## src/rtl/alu_sequencer.sv

```systemverilog
// Request/response front end that drives the ALU16 start/s/inbus/outbus/finish
// protocol: clear, load M then Q, collect one or two result words plus flags.
module alu_sequencer #(
  parameter int unsigned W       = 16,
  parameter int unsigned TIMEOUT = 64
) (
  input  logic         clk,
  input  logic         rst,
  input  logic         req_valid,
  output logic         req_ready,
  input  logic [1:0]   req_op,
  input  logic [W-1:0] req_a,
  input  logic [W-1:0] req_b,
  output logic         rsp_valid,
  input  logic         rsp_ready,
  output logic [W-1:0] rsp_hi,
  output logic [W-1:0] rsp_lo,
  output logic [3:0]   rsp_flags,
  output logic         rsp_err,
  output logic         busy,
  output logic         alu_rst_b,
  output logic         alu_start,
  output logic [1:0]   alu_s,
  output logic [W-1:0] alu_inbus,
  input  logic [W-1:0] alu_outbus,
  input  logic         alu_finish,
  input  logic         alu_negative,
  input  logic         alu_zero,
  input  logic         alu_carry,
  input  logic         alu_overflow
);

  localparam int unsigned CW = (TIMEOUT > 1) ? $clog2(TIMEOUT) : 1;

  typedef enum logic [2:0] {
    S_IDLE, S_CLR, S_SETUP, S_LOADM, S_LOADQ, S_WAIT, S_WAIT2, S_DONE
  } state_t;

  state_t         state_q, state_d;
  logic [1:0]     op_q, op_d;
  logic [W-1:0]   a_q, a_d, b_q, b_d;
  logic [CW-1:0]  cnt_q, cnt_d;
  logic [W-1:0]   hi_d, lo_d, inbus_d;
  logic [3:0]     flags_d;
  logic           err_d, start_d, rstb_d;
  logic [1:0]     s_d;

  // Next state, captured result fields, and ALU drive for the state being entered.
  always_comb begin
    state_d = state_q;
    op_d    = op_q;
    a_d     = a_q;
    b_d     = b_q;
    cnt_d   = cnt_q;
    hi_d    = rsp_hi;
    lo_d    = rsp_lo;
    flags_d = rsp_flags;
    err_d   = rsp_err;
    rstb_d  = 1'b1;
    start_d = 1'b0;
    s_d     = 2'b00;
    inbus_d = '0;

    case (state_q)
      S_IDLE: begin
        if (req_valid) begin
          op_d    = req_op;
          a_d     = req_a;
          b_d     = req_b;
          state_d = S_CLR;
        end
      end
      S_CLR:   state_d = S_SETUP;
      S_SETUP: state_d = S_LOADM;
      S_LOADM: state_d = S_LOADQ;
      S_LOADQ: begin
        cnt_d   = '0;
        state_d = S_WAIT;
      end
      S_WAIT: begin
        if (alu_finish) begin
          flags_d = {alu_negative, alu_zero, alu_carry, alu_overflow};
          err_d   = 1'b0;
          if (op_q[1]) begin
            hi_d    = alu_outbus;
            state_d = S_WAIT2;
          end else begin
            hi_d    = '0;
            lo_d    = alu_outbus;
            state_d = S_DONE;
          end
        end else if (cnt_q == CW'(TIMEOUT - 1)) begin
          err_d   = 1'b1;
          hi_d    = '0;
          lo_d    = '0;
          flags_d = '0;
          state_d = S_DONE;
        end else begin
          cnt_d = cnt_q + CW'(1);
        end
      end
      // The second word must follow the first back-to-back.
      S_WAIT2: begin
        if (alu_finish) begin
          lo_d = alu_outbus;
        end else begin
          err_d = 1'b1;
          lo_d  = '0;
        end
        state_d = S_DONE;
      end
      S_DONE: begin
        if (rsp_ready) begin
          err_d   = 1'b0;
          state_d = S_IDLE;
        end
      end
      default: state_d = S_IDLE;
    endcase

    case (state_d)
      S_CLR: begin
        rstb_d = 1'b0;
        s_d    = op_d;
      end
      S_SETUP: s_d = op_d;
      S_LOADM: begin
        start_d = 1'b1;
        s_d     = op_d;
        inbus_d = a_d;
      end
      S_LOADQ, S_WAIT, S_WAIT2: begin
        s_d     = op_d;
        inbus_d = b_d;
      end
      default: ;
    endcase
  end

  // State and registered outputs.
  always_ff @(posedge clk) begin
    if (rst) begin
      state_q   <= S_IDLE;
      op_q      <= '0;
      a_q       <= '0;
      b_q       <= '0;
      cnt_q     <= '0;
      req_ready <= 1'b1;
      rsp_valid <= 1'b0;
      rsp_hi    <= '0;
      rsp_lo    <= '0;
      rsp_flags <= '0;
      rsp_err   <= 1'b0;
      busy      <= 1'b0;
      alu_rst_b <= 1'b1;
      alu_start <= 1'b0;
      alu_s     <= 2'b00;
      alu_inbus <= '0;
    end else begin
      state_q   <= state_d;
      op_q      <= op_d;
      a_q       <= a_d;
      b_q       <= b_d;
      cnt_q     <= cnt_d;
      req_ready <= (state_d == S_IDLE);
      rsp_valid <= (state_d == S_DONE);
      rsp_hi    <= hi_d;
      rsp_lo    <= lo_d;
      rsp_flags <= flags_d;
      rsp_err   <= err_d;
      busy      <= (state_d != S_IDLE);
      alu_rst_b <= rstb_d;
      alu_start <= start_d;
      alu_s     <= s_d;
      alu_inbus <= inbus_d;
    end
  end

endmodule

```

## config.mk

```make
export PLATFORM = sky130hd
export DESIGN_NAME = alu_sequencer
export DESIGN_NICKNAME = d
export VERILOG_FILES = /design/src/rtl/alu_sequencer.sv
export SDC_FILE = /design/constraint.sdc
export NUM_CORES = 1
export LEC_CHECK = 0
export ABC_CLOCK_PERIOD_IN_PS = 2900
export CAP_MARGIN = 10
export CORE_UTILIZATION = 53
export CTS_BUF_LIST = sky130_fd_sc_hd__clkbuf_8
export CTS_CLUSTER_DIAMETER = 30
export DETAILED_ROUTE_END_ITERATION = 10
export GPL_TIMING_DRIVEN = 0
export MAX_ROUTING_LAYER = met4
export PLACE_DENSITY_LB_ADDON = 0.2
export SKIP_LAST_GASP = 1
export SYNTH_ARGS = -nofsm -noshare
export SYNTH_HDL_FRONTEND = slang
export SYNTH_SLANG_ARGS = --single-unit
export TNS_END_PERCENT = 10
```

## constraint.sdc

```tcl
create_clock -name clk -period 2.9 [get_ports clk]
set_input_delay 0.58 -clock clk [delete_from_list [all_inputs] [get_ports clk]]
set_output_delay 0.58 -clock clk [all_outputs]
set_load 0.01 [all_outputs]
```

==> impl_metrics.yaml <==
route:
  wl_um: 10400
  vias: 3688
  drt-initial-drc-count: 186
  average_wire_per_cell_in_the_routed_design_um: 16.0
  detail_route.drc_violations: 0
  ant_nets: 0
  avgViaCountPerCell: 5.64
  drt_pass1_iterations: 4
sta:
  setup_viol: 0
  final-hold-violation-count: 0
  min_period_ps: 2290
  clock.fmax_mhz: 436
  timing_worst_slew_pin_value_ps: 1060
  tns_ps: 0
  fin_crit_sh: 0.791
  smallest_hold_slack_ps: 459
  clock-skew-final_ps: 13.4
  max-slew-margin-rel: 0.289
  final_max_slew_viol_count: 0
  unrepaired_setup_endpoints_after_global_routing: "false"
grt:
  grt.overflow.total: 0
  grt_max_degree: 20
  global_route.usage.met1: 0.318
  first_global_vias: 3603
  global_route.usage.met2: 0.446
  busiest_layer: "met2"
  grtUsageTotal: 0.269
  grtUsageMet3: 0.0618
  number_of_antenna_violations_at_the_first_check_in_global_routing: 0
  grt_pass1_wl_um: 17000
floorplan:
  floorplan.initialDensity: 0.557
  std_cell_rows: 31
  die_area_sq_mm: 0.00810
  die_width_um: 90.0
  fp.dieH_um: 90.0
  core-area_sq_mm: 0.00737
  design.portCount: 119
placement:
  dp_hpwl_um: 7630
  port_buffers: 117
  place.detailed.instances: 638
  gpl.final_weighted_congestion: 0.825
pwr:
  design_power_total_w: 0.00313
  power_per_cell_area_mw_per_mm2: 560
  static_leakage_nw: 2.00
  vdd_ir_drop_max_uv: 495
synth:
  yosys_warnings: 0
  synth_simple_gate_area_frac: 0.163
  synth.mux.area_fraction: 0.0878
  synth-seq-area-share: 0.502
  synthAdderAreaFrac: 0.00305
  synth_area_sq_mm: 0.00410
  synthDistinctLibCells: 46
  combinational_family_with_the_most_area_after_synthesis: "compound AO/OA/AOI/OAI gates"
  synth_cells: 422
  synth_xor_xnor_area_share: 0
  synth_compound_gate_area_share: 0.174
  yosys_register_bits: 103
  postSynthNetCount: 482
  synth_area_per_cell_sq_um: 9.72
flow_run:
  cap_viol_max_count: 0
clock_network:
  clk_pin_slew_worst_paths_ps: 110
  tritoncts_num_sinks: 103
  cts_buffers: 9
  postCtsSetupBuffers: 0
  cts_resized: 0
  worstSkewPairLatency_ps: 370
  clock-root-buffer: "sky130_fd_sc_hd__clkbuf_8"
  cts_hold_buf: 0
  clock_tree_from_tritoncts: "built"
  cts-root-to-sink-buffers: 2
  htreeDepth: 3
cells_and_area:
  post_route_cells_drive_above_1_share: 0.0991
  areaGrowthSynthToFinish_pct: 36.1
  final_cell_count_no_fill: 654
  fin_nets: 610
  insertedDiodeCount: 0
worst_setup_path:
  critical_path_arrival_ps: 2560
  crit_path_end_kind: "register"
  crit_type: "in2reg"
  start_kind: "input port"
  critPathMaxFanout: 10
  worst-endpoint-required_ps: 3160
run_status:
  result_of_the_run: "completed"
hold_path:
  min_delay_worst_type: "reg2reg"
-- through the flow --
stage | worst slack [ps] | util | instance area, sq um
final | 606 | 0.758 | 5590
after global routing | 562 | 0.758 | 5590
after CTS | 630 | 0.758 | 5590
after detailed placement | 252 | 0.733 | 5400
after global placement | 268 | 0.733 | 5400
after floorplan | 1050 | - | 4100
-- routing by layer --
| layer | vias to the layer above | routed length, um |
|---|---|---|
| met5 | - | 0 |
| met4 | 0 | 259 |
| met3 | 28 | 695 |
| met2 | 140 | 5110 |
| met1 | 1742 | 4380 |
| li1 | 1778 | - |
-- cell type report --
cell class | instances | area, sq um
plain buffers | 39 | 204
clock inverters | 7 | 63.8
repair buffers | 117 | 1170
flip-flops and latches | 103 | 2060
fillers | 543 | 1780
clock buffers | 9 | 124
multi-input cells | 259 | 1760
well taps | 99 | 124
inverters | 21 | 78.8
-- logic make-up (layout without fill, tap and decap cells) --
kind of cell	after synthesis	count (layout)
buf+inv	60	193
fa+ha+maj	1	1
flops	103	103
compound gates	96	96
mux	34	34
simple gates	128	128
-- flip-flops by register name, summed over array words and instances, names as in the netlist, 2 cells and up --
| signal | flops |
|---|---|
| op_q | 2 |
| alu_s | 2 |
| rsp_lo | 16 |
| a_q | 16 |
| state_q | 3 |
| rsp_flags | 4 |
| rsp_hi | 16 |
| cnt_q | 6 |
| b_q | 16 |
| alu_inbus | 16 |
-- cell usage after synthesis, drive strengths merged --
master   number  share of area
dfxtp       103           0.50
a21oi        42          0.051
nor2         26          0.024
inv          21          0.019
nand2        21          0.019
clkbuf       20          0.018
nor3         20          0.024
buf          19          0.031
nand4        19          0.029
mux2i        18          0.044
nor2b        17          0.026
a32o         16          0.039
mux2         16          0.044
o41ai        16          0.034
nand3         6         0.0073
a22oi         4         0.0073
a31oi         4         0.0098
or3           4         0.0061
nand2b        3         0.0046
o21ai         3         0.0037
a211oi        2         0.0067
a31o          2         0.0043
o21a          2         0.0037
or3b          2         0.0043
a2111oi       1         0.0067
a211o         1         0.0021
a21o          1         0.0018
and2          1         0.0015
and2b         1         0.0018
and3          1         0.0015
and3b         1         0.0021
and4          1         0.0021
and4b         1         0.0024
ha            1         0.0030
nand3b        1         0.0018
nor4          1         0.0015
nor4b         1         0.0021
o211ai        1         0.0018
o221ai        1         0.0021
or4           1         0.0018
-- critical path: stages --
cell,delay [ps]
sky130_fd_sc_hd__clkdlybuf4s50_1,630
sky130_fd_sc_hd__and4b_1,240
sky130_fd_sc_hd__buf_2,190
sky130_fd_sc_hd__a31oi_4,70
sky130_fd_sc_hd__a211o_1,290
sky130_fd_sc_hd__buf_6,150
sky130_fd_sc_hd__buf_6,150
sky130_fd_sc_hd__a32o_1,250
-- layout by cell type (no fill, tap or decap), types with 4 or more instances in the layout --
cell type,n
sky130_fd_sc_hd__a21oi_1,42
sky130_fd_sc_hd__a22oi_1,4
sky130_fd_sc_hd__a32o_1,16
sky130_fd_sc_hd__buf_2,7
sky130_fd_sc_hd__buf_4,7
sky130_fd_sc_hd__clkbuf_1,20
sky130_fd_sc_hd__clkbuf_8,9
sky130_fd_sc_hd__clkdlybuf4s50_1,117
sky130_fd_sc_hd__dfxtp_1,103
sky130_fd_sc_hd__inv_1,21
sky130_fd_sc_hd__mux2_2,16
sky130_fd_sc_hd__mux2i_1,18
sky130_fd_sc_hd__nand2_1,21
sky130_fd_sc_hd__nand3_1,6
sky130_fd_sc_hd__nand4_1,19
sky130_fd_sc_hd__nor2_1,26
sky130_fd_sc_hd__nor2b_1,17
sky130_fd_sc_hd__nor3_1,20
sky130_fd_sc_hd__o41ai_1,16
sky130_fd_sc_hd__or3_1,4
-- path summary, 6_finish.rpt --
check                    startpoint                        to  slack (ps)  cells past startpoint
max reg2reg   state_q[0]$_SDFF_PP0_   alu_inbus[8]$_SDFF_PP0_         760                      5
min reg2reg  rsp_hi[9]$_SDFFE_PP0P_    rsp_hi[9]$_SDFFE_PP0P_         460                      2
max                      alu_finish  alu_inbus[12]$_SDFF_PP0_         610                      8
min          rsp_hi[9]$_SDFFE_PP0P_    rsp_hi[9]$_SDFFE_PP0P_         460                      2
-- report_power, final --
group,total (W),leakage [nW],switching [W],internal (W)
registers,0.00156,0.839,0.0000415,0.00152
clock network,0.000859,0.0956,0.000526,0.000333
logic,0.000711,1.06,0.000359,0.000352
total,0.00313,2.00,0.000926,0.00220
(Power assumes the default switching activity.)
